**src/rtl/conv_window_buffer.sv**
```systemverilog
// Streams raster pixels into a K-row ring line buffer and presents zero-padded KxK windows
// one at a time on a buffer_valid/pe_ready handshake.
module conv_window_buffer #(
    parameter int pDATA_WIDTH   = 8,
    parameter int pIN_CHANNEL   = 1,
    parameter int pINPUT_WIDTH  = 28,
    parameter int pINPUT_HEIGHT = 28,
    parameter int pKERNEL_SIZE  = 3,
    parameter int pPADDING      = 1,
    parameter int pSTRIDE       = 1
) (
    input  logic                                                          clk,
    input  logic                                                          rst,
    input  logic                                                          en,
    input  logic                                                          in_valid,
    output logic                                                          in_ready,
    input  logic [pIN_CHANNEL*pDATA_WIDTH-1:0]                            in_data,
    output logic [pKERNEL_SIZE*pKERNEL_SIZE*pIN_CHANNEL*pDATA_WIDTH-1:0]  window_data,
    output logic                                                          buffer_valid,
    input  logic                                                          pe_ready,
    output logic [$clog2((pINPUT_HEIGHT+2*pPADDING-pKERNEL_SIZE)/pSTRIDE+2)-1:0] out_row,
    output logic [$clog2((pINPUT_WIDTH+2*pPADDING-pKERNEL_SIZE)/pSTRIDE+2)-1:0]  out_col,
    output logic                                                          busy,
    output logic                                                          done
);

    localparam int W      = pINPUT_WIDTH;
    localparam int H      = pINPUT_HEIGHT;
    localparam int K      = pKERNEL_SIZE;
    localparam int P      = pPADDING;
    localparam int S      = pSTRIDE;
    localparam int OUT_W  = (W + 2*P - K) / S + 1;
    localparam int OUT_H  = (H + 2*P - K) / S + 1;
    localparam int PIX_W  = pIN_CHANNEL * pDATA_WIDTH;
    localparam int ROW_W  = $clog2(OUT_H + 1);
    localparam int COL_W  = $clog2(OUT_W + 1);
    localparam int AR_W   = $clog2(H + 1);
    localparam int AC_W   = $clog2(W + 1);
    localparam int SLOT_W = $clog2(K + 1);
    localparam int MEM_AW = $clog2(K * W);

    localparam logic [1:0] ST_IDLE = 2'd0;
    localparam logic [1:0] ST_RUN  = 2'd1;
    localparam logic [1:0] ST_LAST = 2'd2;

    logic [1:0]        state;
    logic [AR_W-1:0]   acc_row;
    logic [AC_W-1:0]   acc_col;
    logic [SLOT_W-1:0] wr_slot;
    logic [ROW_W-1:0]  oy;
    logic [COL_W-1:0]  ox;
    logic [PIX_W-1:0]  line_mem [K*W];
    logic [K*K*PIX_W-1:0] next_window;

    int  win_top;
    int  win_left;
    int  keep_top;
    int  row_limit;
    int  need_rows;
    logic win_ready;

    // Rows above keep_top are no longer referenced by the current or any later window.
    assign win_top   = int'(oy) * S - P;
    assign win_left  = int'(ox) * S - P;
    assign keep_top  = (win_top > 0) ? win_top : 0;
    assign row_limit = (keep_top + K < H) ? keep_top + K : H;
    assign need_rows = ((win_top + K - 1 < H - 1) ? win_top + K - 1 : H - 1) + 1;
    assign win_ready = int'(acc_row) >= need_rows;
    assign in_ready  = (state == ST_RUN) && (int'(acc_row) < row_limit);

    // NOTE: combinational block uses blocking assignments and defaults every output first, so no latch is inferred.
    always_comb begin
        next_window = '0;
        for (int ky = 0; ky < K; ky++) begin
            for (int kx = 0; kx < K; kx++) begin
                if (win_top + ky >= 0 && win_top + ky < H && win_left + kx >= 0 && win_left + kx < W) begin
                    next_window[(ky*K + kx)*PIX_W +: PIX_W] =
                        line_mem[MEM_AW'(((win_top + ky) % K) * W + win_left + kx)];
                end
            end
        end
    end

    // NOTE: the line buffer has no reset; every location is written before it is read within a frame.
    always_ff @(posedge clk) begin
        if (in_valid && in_ready) begin
            line_mem[MEM_AW'(int'(wr_slot) * W + int'(acc_col))] <= in_data;
        end
    end

    // NOTE: sequential state uses non-blocking assignments only.
    always_ff @(posedge clk) begin
        if (rst) begin
            state        <= ST_IDLE;
            acc_row      <= '0;
            acc_col      <= '0;
            wr_slot      <= '0;
            oy           <= '0;
            ox           <= '0;
            buffer_valid <= 1'b0;
            window_data  <= '0;
            out_row      <= '0;
            out_col      <= '0;
            busy         <= 1'b0;
            done         <= 1'b0;
        end else begin
            case (state)
                ST_IDLE: begin
                    if (en) begin
                        state   <= ST_RUN;
                        busy    <= 1'b1;
                        acc_row <= '0;
                        acc_col <= '0;
                        wr_slot <= '0;
                        oy      <= '0;
                        ox      <= '0;
                    end
                end
                ST_RUN: begin
                    if (in_valid && in_ready) begin
                        if (acc_col == AC_W'(W - 1)) begin
                            acc_col <= '0;
                            acc_row <= acc_row + 1'b1;
                            wr_slot <= (wr_slot == SLOT_W'(K - 1)) ? '0 : wr_slot + 1'b1;
                        end else begin
                            acc_col <= acc_col + 1'b1;
                        end
                    end
                    // A consumed window always leaves buffer_valid low for one cycle before the next load.
                    if (buffer_valid) begin
                        if (pe_ready) begin
                            buffer_valid <= 1'b0;
                            if (ox == COL_W'(OUT_W - 1)) begin
                                ox <= '0;
                                if (oy == ROW_W'(OUT_H - 1)) begin
                                    state <= ST_LAST;
                                    done  <= 1'b1;
                                end else begin
                                    oy <= oy + 1'b1;
                                end
                            end else begin
                                ox <= ox + 1'b1;
                            end
                        end
                    end else if (win_ready) begin
                        buffer_valid <= 1'b1;
                        window_data  <= next_window;
                        out_row      <= oy;
                        out_col      <= ox;
                    end
                end
                ST_LAST: begin
                    state       <= ST_IDLE;
                    done        <= 1'b0;
                    busy        <= 1'b0;
                    window_data <= '0;
                    out_row     <= '0;
                    out_col     <= '0;
                    acc_row     <= '0;
                    acc_col     <= '0;
                    wr_slot     <= '0;
                    oy          <= '0;
                    ox          <= '0;
                end
                default: state <= ST_IDLE;
            endcase
        end
    end

endmodule

```
**config.mk**
```make
export PLATFORM = sky130hd
export DESIGN_NAME = conv_window_buffer
export DESIGN_NICKNAME = d
export VERILOG_FILES = /design/src/rtl/conv_window_buffer.sv
export SDC_FILE = /design/constraint.sdc
export NUM_CORES = 2
export LEC_CHECK = 0
export CAP_MARGIN = 15
export CORE_ASPECT_RATIO = 1.75
export CORE_MARGIN = 1
export CORE_UTILIZATION = 60
export DETAILED_ROUTE_END_ITERATION = 8
export DONT_BUFFER_PORTS = 1
export GPL_TIMING_DRIVEN = 0
export PLACE_DENSITY = 0.76
export SLEW_MARGIN = 20
export SYNTH_ARGS = -nofsm -noshare
export SYNTH_HDL_FRONTEND = slang
export SYNTH_SLANG_ARGS = --single-unit
export TNS_END_PERCENT = 30
```
**constraint.sdc**
```tcl
create_clock -name clk -period 18.63 [get_ports clk]
set_clock_uncertainty 0.2 [all_clocks]
set_input_delay 3.726 -clock clk [delete_from_list [all_inputs] [get_ports clk]]
set_output_delay 3.726 -clock clk [all_outputs]
set_load 0.02 [all_outputs]
```
==> impl_metrics.env, run 1 <==
export IMPL_ctsHoldBuffers=0
export IMPL_die_h_um=400.6
export IMPL_grt_max_degree=85
export IMPL_ys_types=100
export IMPL_syn_inst=3851
export IMPL_cts_sinks=781
export IMPL_initial_core_util_pct=60.77
export IMPL_ys_warn_count=0
export IMPL_num_rows=145
export IMPL_synth_top_area_share_pct=37.05
export IMPL_haltStage="global routing"
export IMPL_synth_top_area_cell="edfxtp_1"
export IMPL_synth_edf_count=672
export IMPL_io_pins=99
export IMPL_syn_avg_cell_area_um2=14.14
export IMPL_status="stopped before the end"
export IMPL_io_buffers=0
export IMPL_cts_buffers=73
export IMPL_cts_root_buffer="clkbuf_16"
export IMPL_ys_flop_type="edfxtp_1"
export IMPL_die_w_um=229.8
export IMPL_gp_congestion=1.298
export IMPL_async_flop_share_pct=0
export IMPL_synthTopCellsByArea="edfxtp_1, mux4_2, dfxtp_1, mux2i_1, ha_1"
export IMPL_place_area_mm2=0.05629
export IMPL_cts_post_setup_buffers_inserted=0
export IMPL_overflow=89
export IMPL_grt_use_total_pct=64.34
export IMPL_ctsResizeCount=0
export IMPL_cts_buffer_depth=3
export IMPL_first_error="[ERROR GRT-0116] Global routing finished with congestion. Check the congestion regions in the DRC Viewer."
export IMPL_htreeDepth=3
export IMPL_dp_hpwl_mm=204.2
export IMPL_synthesis_area_mm2=0.05447
export IMPL_grt_pass1_vias=46430
export IMPL_grt_pass1_wl_mm=396.0
export IMPL_synth_seq_area_share_pct=41.05
export IMPL_synth_seq_cells=781
## cells in the mapped netlist (all sizes together) (37+ instances only)
cell type / count
edfxtp: 672
nor2b: 57
mux2i: 184
clkbuf: 224
buf: 103
xor2: 37
nand2: 275
nor3: 38
mux4: 774
nand3: 37
a211oi: 54
xnor2: 76
a21oi: 126
nor2: 254
a22oi: 46
ha: 92
o211ai: 51
mux2: 86
o21ai: 177
inv: 64
dfxtp: 109
## layer usage
metal | track usage [%] | GRT overflow
met5 | 11.76 | 0
met4 | 66.81 | 43
met1 | 62.93 | 0
met3 | 40.07 | 1
met2 | 88.04 | 45
## stage by stage
stage                     cells  setup slack (ns)
after global placement     5041             4.256
after floorplan            3865             8.628
after detailed placement   5051             4.195
after CTS                  5184             4.158
## kinds of logic after synthesis
group	Yosys count	synth area share, %
xor+xnor	116	2.129
buf+inv	392	2.803
flops	781	41.05
simple gates	780	6.575
other cells	2	0.01379
compound gates	632	7.728
mux	1044	37.18
fa+ha+maj	104	2.520
==> run 2, diff against run 1 <==
--- a/config.mk
+++ b/config.mk
@@ -6,13 +6,12 @@
 export NUM_CORES = 2
 export LEC_CHECK = 0
 export CAP_MARGIN = 15
-export CORE_ASPECT_RATIO = 1.75
 export CORE_MARGIN = 1
-export CORE_UTILIZATION = 60
+export CORE_UTILIZATION = 40
 export DETAILED_ROUTE_END_ITERATION = 8
 export DONT_BUFFER_PORTS = 1
 export GPL_TIMING_DRIVEN = 0
-export PLACE_DENSITY = 0.76
+export PLACE_DENSITY_LB_ADDON = 0.15
 export SLEW_MARGIN = 20
 export SYNTH_ARGS = -nofsm -noshare
 export SYNTH_HDL_FRONTEND = slang
==> impl_metrics.env, run 2 <==
export IMPL_mostFrequentLayoutCells="mux4_2, edfxtp_1, nand2_1"
export IMPL_fin_crit_ns=14.16
export IMPL_cts_clk_slew_worst_paths_ns=0.06
export IMPL_worst_endpoint_arrival_ns=14.63
export IMPL_ys_warn_count=0
export IMPL_syn_inst=3851
export IMPL_finalCritPeriodShare_pct=75.99
export IMPL_synth_top_family_by_area="multiplexers"
export IMPL_clkLatencyLatePin_ns=0.74
export IMPL_grt_pass1_vias=39080
export IMPL_required_ns=19.10
export IMPL_tns_ns=0
export IMPL_worst_pin_slew_ns=1.340
export IMPL_synthTopCellsByArea="edfxtp_1, mux4_2, dfxtp_1, mux2i_1, ha_1"
export IMPL_synth_top_area_share_pct=37.05
export IMPL_synth_edf_count=672
export IMPL_ant_nets=0
export IMPL_slowest_delay_ns=1.10
export IMPL_cts_buffers=92
export IMPL_cts_buffer_depth=3
export IMPL_synth_seq_cells=781
export IMPL_synth_top_area_cell="edfxtp_1"
export IMPL_num_vias=42370
export IMPL_wl_mm=267.0
export IMPL_path_class="flip-flop to flip-flop"
export IMPL_synth_xor_area_share_pct=2.129
export IMPL_cts_post_setup_buffers_inserted=0
export IMPL_reg_largest_list="line_mem (672), window_data (72)"
export IMPL_cp_slowest_cell="a2111oi_0"
export IMPL_core_area_mm2=0.1353
export IMPL_tritoncts="done"
export IMPL_synthesis_area_mm2=0.05447
export IMPL_dr_first_iter_drc_count=6574
export IMPL_ctsResizeCount=0
export IMPL_regMostFlops="line_mem"
export IMPL_dp_hpwl_mm=208.5
export IMPL_cts_root_buffer="clkbuf_16"
export IMPL_initial_core_util_pct=40.26
export IMPL_yosys_top_cells_count="mux4_2, edfxtp_1, nand2_1, nor2_1, clkbuf_1"
export IMPL_synthToLayoutAreaGrowth_pct=10.79
export IMPL_die_w_um=371.0
export IMPL_synthAdderAreaFrac_pct=2.520
export IMPL_maxCapViolations=0
export IMPL_fmax_mhz=70.64
export IMPL_ys_flop_type="edfxtp_1"
export IMPL_layout_commonest_cell="mux4_2"
export IMPL_cp_start_kind="flip-flop"
export IMPL_status="completed"
export IMPL_grt_antenna_before_repair=15
export IMPL_setup_viol=0
export IMPL_overflow=0
export IMPL_yosysMostFrequentCell="mux4_2"
export IMPL_muxShareOfSynthArea_pct=37.18
export IMPL_die_h_um=371.0
export IMPL_slew_violations=0
export IMPL_drc=0
export IMPL_htreeDepth=3
export IMPL_die_area_mm2=0.1376
export IMPL_io_pins=99
export IMPL_largest_reg_flops=672
export IMPL_ctsHoldBuffers=0
export IMPL_layout_drive_gt1_share_pct=29.29
export IMPL_fillCellCount=12160
export IMPL_hp_class="flip-flop to flip-flop"
export IMPL_slew_headroom_pct=10.65
export IMPL_num_rows=135
export IMPL_avgRoutedWirePerCell_um=45.68
export IMPL_synth_simple_area_share_pct=6.574
export IMPL_crit_path_end_kind="flip-flop"
export IMPL_final_nets=4094
export IMPL_synth_seq_area_share_pct=41.05
export IMPL_synth_compound_area_share_pct=7.728
export IMPL_syn_avg_cell_area_um2=14.14
export IMPL_ys_types=100
export IMPL_cts_sinks=781
export IMPL_avgViaCountPerCell=7.248
export IMPL_grt_use_total_pct=38.72
export IMPL_drt_first_pass_iters=8
export IMPL_grt_max_degree=85
export IMPL_rsz0062_at_grt="false"
export IMPL_gp_congestion=1.146
export IMPL_grt_pass1_wl_mm=352.5
export IMPL_crit_path_max_fanout=10
export IMPL_async_flop_share_pct=0
export IMPL_io_buffers=0
export IMPL_hold_violations=0
## run 2: cell counts after synthesis
No cell type changed its count.
## run 2: area by class of cell
cell class | instances | area (um^2) | area share, %
diodes | 9 | 22.52 | 0.03732
plain buffers | 327 | 1400 | 2.320
clock buffers | 119 | 2561 | 4.245
clock inverters | 52 | 452.9 | 0.7506
inverters | 65 | 244.0 | 0.4043
multi-input cells | 2692 | 30680 | 50.84
flip-flops and latches | 781 | 22360 | 37.06
well taps | 1781 | 2228 | 3.693
repair buffers | 20 | 391.6 | 0.6490
## run 2: final timing paths
kind                                            start                           end  slack (ns)  cells past startpoint
worst max-delay path               oy[0]$_SDFFE_PP0P_  window_data[71]$_SDFFE_PP0P_        4.47                     40
worst min-delay path            state[1]$_SDFFE_PP0P_         state[1]$_SDFFE_PP0P_        0.31                      2
worst max register to register     oy[0]$_SDFFE_PP0P_  window_data[71]$_SDFFE_PP0P_        4.47                     40
worst min register to register  state[1]$_SDFFE_PP0P_         state[1]$_SDFFE_PP0P_        0.31                      2
## run 2: metal layers
metal | vias to the layer above | GRT usage (%) | wire length (um)
li1 | 16170 | - | -
met1 | 22090 | 49.22 | 98110
met2 | 3362 | 55.75 | 113400
met3 | 744 | 13.72 | 33910
met4 | 10 | 25.35 | 21490
met5 | - | 0 | 121
## run 2: cells by family after synthesis
kind of cell | count (synthesis)
buf+inv | 392
compound gates | 632
simple gates | 780
other cells | 2
xor+xnor | 116
fa+ha+maj | 104
mux | 1044
flops | 781
## run 2: worst max-delay path, delay by kind of cell, from the launching register on
family	cells	cell delay (ns)
buf+inv	14	4.73
mux	1	0.37
compound gates	9	2.64
flops	1	0.56
simple gates	2	0.67
xor+xnor	6	2.07
fa+ha+maj	8	2.81
## run 2: metrics by stage
step	utilization, %	instances	setup slack (ns)	hold WS [ns]	area, um^2
global route	44.59	5839	3.788	0.3588	60320
floorplan	-	3865	8.628	0.2692	54520
CTS	44.53	5833	4.814	0.3074	60250
detailed placement	42.30	5662	4.907	0.2982	57230
global placement	41.94	5646	4.171	0.2941	56750
finish	44.60	5846	4.473	0.3081	60340
Power of run 2 is not shown: default switching activity piles up to over one toggle a cycle in this logic, so the estimate is an artifact.
